### src/rtl/wallace5x5_pipe.sv
// 5x5 unsigned multiplier, three register stages: partial products, Wallace
// carry-save reduction to two rows, then a final carry-propagate add.

module wallace_ha (
  input  logic a,
  input  logic b,
  output logic carry,
  output logic sum
);
  assign sum   = a ^ b;
  assign carry = a & b;
endmodule

module wallace_fa (
  input  logic a,
  input  logic b,
  input  logic ci,
  output logic carry,
  output logic sum
);
  assign sum   = a ^ b ^ ci;
  assign carry = (a & b) | (a & ci) | (b & ci);
endmodule

// One 3:2 compression layer. The masks mark which bit positions of each input
// row can ever be non-zero, so each column gets a full adder, a half adder or a
// plain wire, matching the classic Wallace cell count.
module wallace_csa #(
  parameter logic [9:0] XM = 10'h3FF,
  parameter logic [9:0] YM = 10'h3FF,
  parameter logic [9:0] ZM = 10'h3FF
) (
  input  logic [9:0] x,
  input  logic [9:0] y,
  input  logic [9:0] z,
  output wire  [9:0] s,
  output wire  [9:0] c
);
  wire [9:0] co;

  for (genvar k = 0; k < 10; k++) begin : g_bit
    if (XM[k] && YM[k] && ZM[k]) begin : g_fa
      wallace_fa u_fa (.a(x[k]), .b(y[k]), .ci(z[k]), .carry(co[k]), .sum(s[k]));
    end else if (XM[k] && YM[k]) begin : g_ha_xy
      wallace_ha u_ha (.a(x[k]), .b(y[k]), .carry(co[k]), .sum(s[k]));
    end else if (XM[k] && ZM[k]) begin : g_ha_xz
      wallace_ha u_ha (.a(x[k]), .b(z[k]), .carry(co[k]), .sum(s[k]));
    end else if (YM[k] && ZM[k]) begin : g_ha_yz
      wallace_ha u_ha (.a(y[k]), .b(z[k]), .carry(co[k]), .sum(s[k]));
    end else begin : g_pass
      assign co[k] = 1'b0;
      assign s[k]  = x[k] | y[k] | z[k];
    end
  end

  assign c = {co[8:0], 1'b0};

  // Dead columns and the top carry are structurally zero for a 5x5 product.
  logic unused_dead;
  assign unused_dead = ^{co[9], x & ~XM, y & ~YM, z & ~ZM};
endmodule

module wallace5x5_pipe (
  input  logic       clk,
  input  logic       rst_n,
  input  logic       in_valid,
  output logic       in_ready,
  input  logic [4:0] a,
  input  logic [4:0] b,
  output logic       out_valid,
  input  logic       out_ready,
  output logic [9:0] product,
  output logic       busy
);
  logic [3:1]      vld_pipe_q, vld_pipe_d;
  logic [4:0][4:0] pp_q, pp_d;
  logic [9:0]      sum_q, sum_d, cry_q, cry_d, prod_q, prod_d;
  logic            adv;

  logic [4:0][9:0] row;
  logic [9:0]      s1, c1, s2, c2;
  wire  [9:0]      s1_w, c1_w, s2_w, c2_w, s3_w, c3_w;

  // A stalled output freezes the whole pipe, bubbles included.
  assign adv       = !vld_pipe_q[3] | out_ready;
  assign in_ready  = adv;
  assign out_valid = vld_pipe_q[3];
  assign product   = prod_q;
  assign busy      = |vld_pipe_q;

  // pp_q[j] is a & b[j], i.e. the partial-product row of weight 2^j.
  always_comb begin
    row = '0;
    for (int j = 0; j < 5; j++) row[j] = 10'(pp_q[j]) << j;
  end

  wallace_csa #(.XM(10'h01F), .YM(10'h03E), .ZM(10'h07C)) u_l1 (
    .x(row[0]), .y(row[1]), .z(row[2]), .s(s1_w), .c(c1_w));
  assign s1 = s1_w;
  assign c1 = c1_w;

  wallace_csa #(.XM(10'h07F), .YM(10'h07C), .ZM(10'h0F8)) u_l2 (
    .x(s1), .y(c1), .z(row[3]), .s(s2_w), .c(c2_w));
  assign s2 = s2_w;
  assign c2 = c2_w;

  wallace_csa #(.XM(10'h0FF), .YM(10'h0F8), .ZM(10'h1F0)) u_l3 (
    .x(s2), .y(c2), .z(row[4]), .s(s3_w), .c(c3_w));

  always_comb begin
    vld_pipe_d = vld_pipe_q;
    pp_d       = pp_q;
    sum_d      = sum_q;
    cry_d      = cry_q;
    prod_d     = prod_q;
    if (adv) begin
      vld_pipe_d = {vld_pipe_q[2:1], in_valid};
      for (int j = 0; j < 5; j++) pp_d[j] = a & {5{b[j]}};
      sum_d      = s3_w;
      cry_d      = c3_w;
      prod_d     = sum_q + cry_q;
    end
  end

  always_ff @(posedge clk or negedge rst_n) begin
    if (!rst_n) begin
      vld_pipe_q <= '0;
      pp_q       <= '0;
      sum_q      <= '0;
      cry_q      <= '0;
      prod_q     <= '0;
    end else begin
      vld_pipe_q <= vld_pipe_d;
      pp_q       <= pp_d;
      sum_q      <= sum_d;
      cry_q      <= cry_d;
      prod_q     <= prod_d;
    end
  end
endmodule

### config.mk
export PLATFORM = sky130hd
export DESIGN_NAME = wallace5x5_pipe
export DESIGN_NICKNAME = d
export VERILOG_FILES = /design/src/rtl/wallace5x5_pipe.sv
export SDC_FILE = /design/constraint.sdc
export NUM_CORES = 1
export LEC_CHECK = 0
export CORE_UTILIZATION = 60
export CTS_CLUSTER_SIZE = 28
export DETAILED_ROUTE_END_ITERATION = 8
export GPL_TIMING_DRIVEN = 0
export HOLD_SLACK_MARGIN = 0.12
export PLACE_DENSITY_LB_ADDON = 0.05
export SETUP_SLACK_MARGIN = 0.05
export SKIP_LAST_GASP = 1
export SLEW_MARGIN = 20
export SYNTH_ARGS = -nofsm -noshare
export SYNTH_HDL_FRONTEND = slang
export SYNTH_HIERARCHICAL = 1
export SYNTH_SLANG_ARGS = --single-unit
### constraint.sdc
create_clock -name clk -period 4.42 [get_ports clk]
set_input_delay 0.884 -clock clk [delete_from_list [all_inputs] [get_ports clk]]
set_output_delay 0.884 -clock clk [all_outputs]
set_load 0.005 [all_outputs]
== Yosys cells after proc, flatten, opt, wreduce, memory -nomap -nowiden ==
Cells that the tools add are included.
Operators by class
  $add $sub $neg: 1
  bitwise gates (word level): 91
  reduce and logical (&&, ||, !) cells: 2
Operator list (count)
  $and 1x1->1: 37
  $xor 1x1->1: 26
  $and 5x5->5: 5
  $or 1x1->1: 23
  $add 9x9->10: 1
  $reduce_or 3->1: 1
  $logic_not 1->1: 1
Storage, ports and cells
  bits in registers: 52
  bits of input ports: 14
  output and inout port bits: 13
  logic and storage cells: 103

== Depth between registers and ports, before layout ==
Gate-level depths: netlist (run 1).
  word-level depth: 9
  depth in mapped cells: 8
  mapped depth without buffers: 8

== Cells and area by module ==
Netlist (run 1), hierarchy kept.
Modules (own cells, without submodules)
  wallace5x5_pipe: instances 1, cells an instance 293, area each 2630.0 sq um, seq. area each 1451.4 sq um
  wallace_fa: instances 11, cells an instance 1, area each 20.0 sq um, seq. area each 0.0 sq um
  wallace_csa: instances 3, cells an instance 11, area each 72.6 sq um, seq. area each 0.0 sq um
  wallace_ha: instances 4, cells an instance 1, area each 12.5 sq um, seq. area each 0.0 sq um

== Worst setup path before layout (run 1) ==
No wires, ideal clock.
  kind: input-to-output
  from: input port out_ready
  to: output port in_ready
  data arrival time: 1.421 ns
  data required time: 3.536 ns
  setup slack: 2.115 ns
  stages: 5
  buffers on the path: 3
  cell sequence: nor2b_1 > buf_6 > inv_2 > buf_8 > buf_6
On the way
  longest elaborated chain between the ends: 1
Ends and longest elaborated chain
  start: declaration: RTL line 71  | input logic out_ready,
  $or 1x1->1: RTL line 85  | assign adv = !vld_pipe_q[3] | out_ready;
  end: declaration: RTL line 67  | output logic in_ready,
No other way between the ends.

== Worst setup path in the final report (run 1) ==
Same ends and word-level chain as after synthesis.

==> impl_metrics.ini, run 1 <==
[layout]
drive_above_1_share_pct = 11.33
area_growth_pct = 21.27
nFillCells = 350
final_common_cell = nand2_1
most-common-layout-cells = 122 x nand2_1, 58 x dfrtp_1, 36 x conb_1
finalNetCount = 449
register_area_um2 = 1451
multi_input_area_um2 = 1564
insertedDiodeCount = 0
fin_cells = 482

[floorplanning]
core_area_um2 = 4848
dieArea_um2 = 5489
die_y_um = 74.09
start_util_pct = 64.31
rows = 25
io_pins = 27
die_x_um = 74.09

[synthesis]
ys_seq_area_share_pct = 46.55
synthSimpleGateAreaFrac_pct = 25.92
synthTopCellsByArea = dfrtp_1 47%, nand2_1 15%, fa_1 7.7%
yosys.area.top_type_share_pct = 46.55
avgSynthCellArea_um2 = 9.144
synthCells = 341
synth_top_family_by_area = simple AND/OR/NAND/NOR gates
synth_compound_area_share_pct = 4.655
synth-adder-area-share_pct = 12.92
yosys_warnings = 6
synth.distinct_cells = 33
yosys.area.top_type = dfrtp_1
synthMuxAreaShare_pct = 0.6421
syn_area_um2 = 3118
ys_seq_elements = 58
synth_xor_area_share_pct = 1.685

[timing]
fin_crit_sh_pct = 74.58
hold_viol = 0
skew_ns = 0.008695
setup_viol = 0
grt_setup_unrepaired = no
period_minus_slack_ns = 3.297
worst_pin_slew_ns = 0.7064
slew-limit-headroom_pct = 52.91
slew_violations = 0
fmax_mhz = 303.3
setup-tns-final_ns = 0

[critical_path]
worstPathMaxFanout = 10
cp.arrival_ns = 2.41
path_class = input pin to output pin
end_kind = output pin
critPathLaunchType = input pin
r2r_start = pp_q[4]$_DFFE_PN0P_
ff2ff_path_depth = 5
crit_start = out_ready
required_ns = 3.54

[global_routing]
grt_overflow_total = 0
grt_max_degree = 59
grt_pass1_vias = 2357
antenna_found_initial = 0
grt_use_total_pct = 26.43
grt_pass1_wl_um = 10570

[cts]
cts_tree = done
htreeDepth = 3
ctsRootBufferMaster = clkbuf_8
post_cts_buffers = 0
path_clk_slew_ns = 0.06
clockBufferDepth = 2
insertion_delay_ns = 0.34
numCtsBuffers = 9
ctsResizeCount = 0
cts.sinks = 58
hold_buffers = 0

[drt]
viasPerCell = 4.929
num_vias = 2376
drt_iter0_markers = 105
routed_wl_um = 6045
drc = 0
first_pass_iters = 4
antenna_left = 0
detail_route.wl_per_cell_um = 12.54

[power]
seq_power_share_pct = 36.2
leakagePower_uw = 0.002016
peakVddDrop_mv = 0.2906
p_int_uw = 1399
p_comb_share_pct = 41.5
switching_power_uw = 772.9
powerDensity_nw_per_um2 = 574.4
swShare_pct = 35.59
clkPwrFrac_pct = 22.3

[flow_run]
cap_violations = 0

[hold_path]
min_path_cells = 2
hp-class = flop to flop
hold_start = pp_q[0]$_DFFE_PN0P_

[place]
hpwl_um = 4465
dp.cells = 466
finalWeightedCongestion = 0.8296
io_buffer_count = 26

[outcome]
status = completed
-- layout make-up --
| cell class | count | area share [%] |
|---|---|---|
| multi-input combinational | 281 | 41.36 |
| buffer | 28 | 5.295 |
| tap | 67 | 2.217 |
| sequential | 58 | 38.39 |
| clock inverter | 1 | 0.1324 |
| inverter | 6 | 0.5956 |
| clock buffer | 15 | 5.195 |
| timing repair buffer | 26 | 6.817 |
-- sequential cells by signal, indices dropped and copies added (netlist names) --
name        flops
product        10
pp_q           25
sum_q          10
cry_q          10
vld_pipe_q      3
-- synth_stat cells, drive strengths merged --
cell,n
nor2,14
xor2,4
a21o,1
fa,12
xnor2,2
nor3,2
nand2b,2
nand3,27
dfrtp,58
o22ai,2
and4,1
buf,26
clkbuf,2
inv,6
ha,13
or3,16
conb,4
nor2b,1
a22oi,1
and3,1
mux2i,2
a21oi,13
o21ai,5
o211ai,3
nand2,122
and2,1
-- cell families after synthesis --
logic type | Yosys count
other cells | 4
buf+inv | 34
flops | 58
mux | 2
compound gates | 25
fa+ha+maj | 25
xor+xnor | 6
simple gates | 187
-- per-stage QoR --
stage               setup WS (ns)  area [um2]  power [uW]  util (%)  hold slack, ns
finish                      1.123        3781        2172     77.99          0.4587
global route                1.021        3781        2346     77.99          0.4890
CTS                         1.111        3781        2180     77.99          0.4638
detailed placement          1.124        3580        1696     73.83          0.4504
global placement           0.7037        3582        1655     73.88          0.4449
floorplan                   2.115        3238        1399         -          0.4304
-- layer usage --
metal	wire length [um]	part of all wire [%]	GRT usage (%)
met5	0	0	0
met4	111	1.8	12.61
met3	205	3.4	4.878
met2	2954	49	42.22
met1	2772	46	35.15
-- worst max-delay path: stages --
cell and delay (ns):
clkdlybuf4s50_1 0.45, nor2b_1 0.05, buf_6 0.13, inv_2 0.11, buf_8 0.14, buf_6 0.14, clkdlybuf4s50_1 0.50
-- power by group through the flow --
stage | clock network, uW | logic (uW) | registers (uW)
2_1_floorplan | 0 | 618 | 781
3_3_place_gp | 0 | 867 | 788
3_5_place_dp | 0 | 900 | 796
4_1_cts | 488 | 906 | 786
5_1_grt | 510 | 1030 | 804
6_report | 484 | 902 | 785
-- worst paths after layout --
path	to	slack, ns
worst min register to register	pp_q[0]$_DFFE_PN0P_	0.46
worst min-delay path	pp_q[0]$_DFFE_PN0P_	0.46
max in group asynchronous	pp_q[21]$_DFFE_PN0P_	3.35
worst max-delay path	in_ready	1.12
min in group asynchronous	product[9]$_DFFE_PN0P_	0.59
worst max register to register	sum_q[4]$_DFFE_PN0P_	2.25
Power figures use the tool's default switching activity.
==> inputs of run 2 (changes only) <==
--- a/config.mk
+++ b/config.mk
@@ -5,7 +5,7 @@
 export SDC_FILE = /design/constraint.sdc
 export NUM_CORES = 1
 export LEC_CHECK = 0
-export CORE_UTILIZATION = 60
+export CORE_UTILIZATION = 58
 export CTS_CLUSTER_SIZE = 28
 export DETAILED_ROUTE_END_ITERATION = 8
 export GPL_TIMING_DRIVEN = 0
==> constraint.sdc (replaced) <==
create_clock -name clk -period 3.1 [get_ports clk]
set_input_delay 0.62 -clock clk [delete_from_list [all_inputs] [get_ports clk]]
set_output_delay 0.62 -clock clk [all_outputs]
set_load 0.005 [all_outputs]
==> run 2 against run 1 <==
Flip-flop and latch count unchanged. Hold slack worse by 0.12 ns. Setup slack worse by 0.78 ns. Combinational power up 43%. Global-route usage down 2.0 points. Die area increased by 3.4%. Final cell count grew 0.62%. Sequential power increased by 43%. Non-clock buffer count unchanged. Largest cell class unchanged. Largest power group unchanged. Highest routed layer unchanged.
==> impl_metrics.ini, run 2 (synthesized netlist as in run 1, its figures left out) <==
[outcome]
status = completed

[timing]
hold_viol = 0
fmax_mhz = 362.3
setup_viol = 0
slew_violations = 0
grt_setup_unrepaired = no
slew-limit-headroom_pct = 51.47
setup-tns-final_ns = 0
skew_ns = 0.005378
worst_pin_slew_ns = 0.7280
period_minus_slack_ns = 2.760
fin_crit_sh_pct = 89.05

[cts]
cts.sinks = 58
cts_tree = done
insertion_delay_ns = 0.33
htreeDepth = 3
hold_buffers = 0
numCtsBuffers = 9
path_clk_slew_ns = 0.06
ctsResizeCount = 0
post_cts_buffers = 0
clockBufferDepth = 2
ctsRootBufferMaster = clkbuf_8

[floorplanning]
dieArea_um2 = 5673
io_pins = 27
start_util_pct = 60.66
die_y_um = 75.32
die_x_um = 75.32
rows = 26
core_area_um2 = 5140

[drt]
antenna_left = 0
drt_iter0_markers = 122
viasPerCell = 4.893
first_pass_iters = 4
routed_wl_um = 6048
drc = 0
detail_route.wl_per_cell_um = 12.47
num_vias = 2373

[layout]
area_growth_pct = 20.18
largest_reg_flops = 25
top_register = pp_q
finalNetCount = 449
multi_input_area_um2 = 1564
fin_cells = 485
register_area_um2 = 1451
final_common_cell = nand2_1
most-common-layout-cells = 122 x nand2_1, 58 x dfrtp_1, 36 x conb_1
drive_above_1_share_pct = 10.84
nFillCells = 433
insertedDiodeCount = 0

[power]
leakagePower_uw = 0.001998
powerDensity_nw_per_um2 = 799.5
total_power_uw = 2996
peakVddDrop_mv = 0.3941

[flow_run]
cap_violations = 0

[critical_path]
end_kind = output pin
r2r_start = pp_q[4]$_DFFE_PN0P_
required_ns = 2.48
ff2ff_path_depth = 5
reg2reg_slack_ns = 0.95
path_class = input pin to output pin
rr_endpoint = sum_q[4]$_DFFE_PN0P_
worstPathMaxFanout = 10
critPathLaunchType = input pin
cp.arrival_ns = 2.14

[hold_path]
hp-class = input pin to async pin

[global_routing]
grt_pass1_wl_um = 10100
grt_overflow_total = 0
grt_pass1_vias = 2236
grt_use_total_pct = 24.43
grt_max_degree = 59
antenna_found_initial = 0

[place]
hpwl_um = 4421
dp.cells = 469
io_buffer_count = 26
finalWeightedCongestion = 0.8500
[run 2: changes by cell type in the layout (fill, tap and decap cells not counted)]
cell,before,now
clkbuf_8,14,10
clkbuf_1,3,5
clkinv_2,1,3
[run 2: layout make-up]
cell class | count | area share (%)
multi-input combinational | 281 | 41.74
inverter | 6 | 0.6010
buffer | 28 | 5.342
sequential | 58 | 38.73
clock buffer | 13 | 3.973
tap | 70 | 2.337
timing repair buffer | 26 | 6.878
clock inverter | 3 | 0.4007
[run 2: metal layers]
layer	track usage (%)	routed length (um)	vias to the layer above
li1	-	-	1196
met1	30.54	2698	1114
met2	42.36	3072	56
met3	4.365	206	7
met4	9.671	71	0
met5	0	0	-
[run 2: how the worst max path moves through the flow]
stage	startpoint	to	slack (ns)	depth (start not counted)
global route	out_ready	in_ready	0.25	7
global placement	rst_n	pp_q[14]$_DFFE_PN0P_	-0.36	1
floorplan	pp_q[4]$_DFFE_PN0P_	sum_q[4]$_DFFE_PN0P_	1.02	5
CTS	out_ready	in_ready	0.33	7
detailed placement	out_ready	in_ready	0.34	7
finish	out_ready	in_ready	0.34	7
[run 2: report_power, final]
group          switching [uW]  internal, uW  total, uW  leakage, uW
Sequential                135           989       1120     0.000710
Clock                     277           308        586    0.0000872
Combinational             676           611       1290      0.00120
[run 2: through the flow]
stage / util, % / hold slack (ns) / instance area (um2) / setup slack, ns
after floorplan: - / 0.3244 / 3238 / 1.017
after global placement: 69.77 / 0.4440 / 3586 / -0.3583
after detailed placement: 69.72 / 0.4511 / 3583 / 0.3422
after CTS: 72.91 / 0.3742 / 3747 / 0.3308
after global routing: 72.91 / 0.4024 / 3747 / 0.2456
final: 72.91 / 0.3382 / 3747 / 0.3396
[run 2: critical path, cell delays in order]
cell and delay, ns:
clkdlybuf4s50_1 0.46, nor2b_1 0.05, buf_6 0.13, inv_2 0.10, buf_8 0.14, buf_6 0.13
clkdlybuf4s50_1 0.50
==> inputs of run 3 (changes only) <==
--- a/config.mk
+++ b/config.mk
@@ -13,7 +13,6 @@
 export PLACE_DENSITY_LB_ADDON = 0.05
 export SETUP_SLACK_MARGIN = 0.05
 export SKIP_LAST_GASP = 1
-export SLEW_MARGIN = 20
 export SYNTH_ARGS = -nofsm -noshare
 export SYNTH_HDL_FRONTEND = slang
 export SYNTH_HIERARCHICAL = 1
==> run 3 against run 2 <==
Register-to-register slack is essentially flat. Clock skew is essentially flat. Fmax shrank 0.53%. Global-route usage grew 0.95 points. Count of clock-buffer cells in the layout is the same. Core utilization grew 0.24 points. Hold slack lost 0.13 ns. Via count grew 0.93%. Combinational power is essentially flat. First-iteration DRC count shrank 3.3%. Routed wire length grew 3.7%. Design area grew 0.33%. Largest cell class unchanged.
==> impl_metrics.ini, run 3 (synthesized netlist as in run 1, its figures left out) <==
[timing]
grt_setup_unrepaired = no
hold_viol = 0
setup_viol = 0
setup_ws_ns = 0.3249
fmax_mhz = 360.3
skew_ns = 0.005862
fin_crit_sh_pct = 89.52
period_minus_slack_ns = 2.775
slew_violations = 0

[cts]
cts_tree = done
numCtsBuffers = 9
htreeDepth = 3
clockBufferDepth = 2
post_cts_buffers = 0
insertion_delay_ns = 0.34
path_clk_slew_ns = 0.06
hold_buffers = 0
ctsRootBufferMaster = clkbuf_8
cts.sinks = 58
ctsResizeCount = 0

[place]
finalWeightedCongestion = 0.8500
hpwl_um = 4608
place_ws_ns = 0.3377
place_area_um2 = 3601
io_buffer_count = 26

[critical_path]
path_class = input pin to output pin
rr_endpoint = sum_q[4]$_DFFE_PN0P_
end_kind = output pin
crit_start = out_ready
required_ns = 2.48
crit_end = in_ready
r2r_start = pp_q[4]$_DFFE_PN0P_
critPathLaunchType = input pin
cp.arrival_ns = 2.16
worstPathMaxFanout = 10
reg2reg_slack_ns = 0.94
ff2ff_path_depth = 5

[floorplanning]
die_x_um = 75.32
core_area_um2 = 5140
die_y_um = 75.32
rows = 26
dieArea_um2 = 5673
io_pins = 27
start_util_pct = 60.66

[global_routing]
antenna_found_initial = 0
grt_max_degree = 42
grt_pass1_vias = 2251
grt_pass1_wl_um = 10420
grt_overflow_total = 0
grt_use_total_pct = 25.38

[layout]
finalNetCount = 450
largest_reg_flops = 25
finalInstanceArea_um2 = 3760
insertedDiodeCount = 0
drive_above_1_share_pct = 10.65
most-common-layout-cells = 122 x nand2_1, 58 x dfrtp_1, 36 x conb_1
area_growth_pct = 20.59
top_register = pp_q
final_common_cell = nand2_1

[power]
powerDensity_nw_per_um2 = 800.5
peakVddDrop_mv = 0.3997
leakagePower_uw = 0.002001

[drt]
detail_route.wl_per_cell_um = 12.98
viasPerCell = 4.959
routed_wl_um = 6270
antenna_left = 0
first_pass_iters = 4
num_vias = 2395
drc = 0
drt_iter0_markers = 118

[outcome]
status = completed

[flow_run]
cap_violations = 0

[hold_path]
hp-class = input pin to async pin
## run 3: changes by cell type in the layout (fill, tap and decap cells not counted), sizes merged
cell,change
clkinv,-3
buf,+1
## run 3: routing by layer
layer	global-route usage [%]	share of wire, %
met5	0	0
met4	11.73	2.3
met3	4.101	3.4
met2	42.66	50
met1	32.51	44
## run 3: worst min-delay path by stage
stage	from	endpoint	slack (ns)
floorplan	rst_n	cry_q[0]$_DFFE_PN0P_	0.32
global placement	pp_q[14]$_DFFE_PN0P_	pp_q[14]$_DFFE_PN0P_	0.44
detailed placement	pp_q[19]$_DFFE_PN0P_	pp_q[19]$_DFFE_PN0P_	0.45
CTS	rst_n	product[4]$_DFFE_PN0P_	0.22
global route	rst_n	product[4]$_DFFE_PN0P_	0.25
finish	rst_n	product[4]$_DFFE_PN0P_	0.21
## run 3: power breakdown
part	switching, uW	internal (uW)
clock network	272	321
registers	136	989
logic	679	612
total	1090	1920
## run 3: layout make-up
class	instances	area, um2
inverters	6	22.52
clock buffers	13	158.9
fillers	437	1380
repair buffers	27	275.3
multi-input cells	281	1564
well taps	70	87.58
plain buffers	28	200.2
flip-flops and latches	58	1451
## run 3: stage by stage
| stage | TNS (ns) | utilization [%] | power, uW | instances | hold WS [ns] |
|---|---|---|---|---|---|
| detailed placement | 0 | 70.06 | 2419 | 470 | 0.4521 |
| global route | 0 | 73.15 | 3267 | 483 | 0.2517 |
| CTS | 0 | 73.15 | 3026 | 483 | 0.2185 |
| global placement | -20.54 | 69.77 | 2363 | 469 | 0.4440 |
| finish | 0 | 73.15 | 3010 | 483 | 0.2096 |
| floorplan | 0 | - | 1995 | 373 | 0.3244 |
## run 3: worst max-delay path: stages
cell and delay, ns:
clkdlybuf4s50_1 0.46, nor2b_1 0.05, buf_6 0.13, inv_2 0.11, buf_8 0.15, buf_6 0.13
clkdlybuf4s50_1 0.50
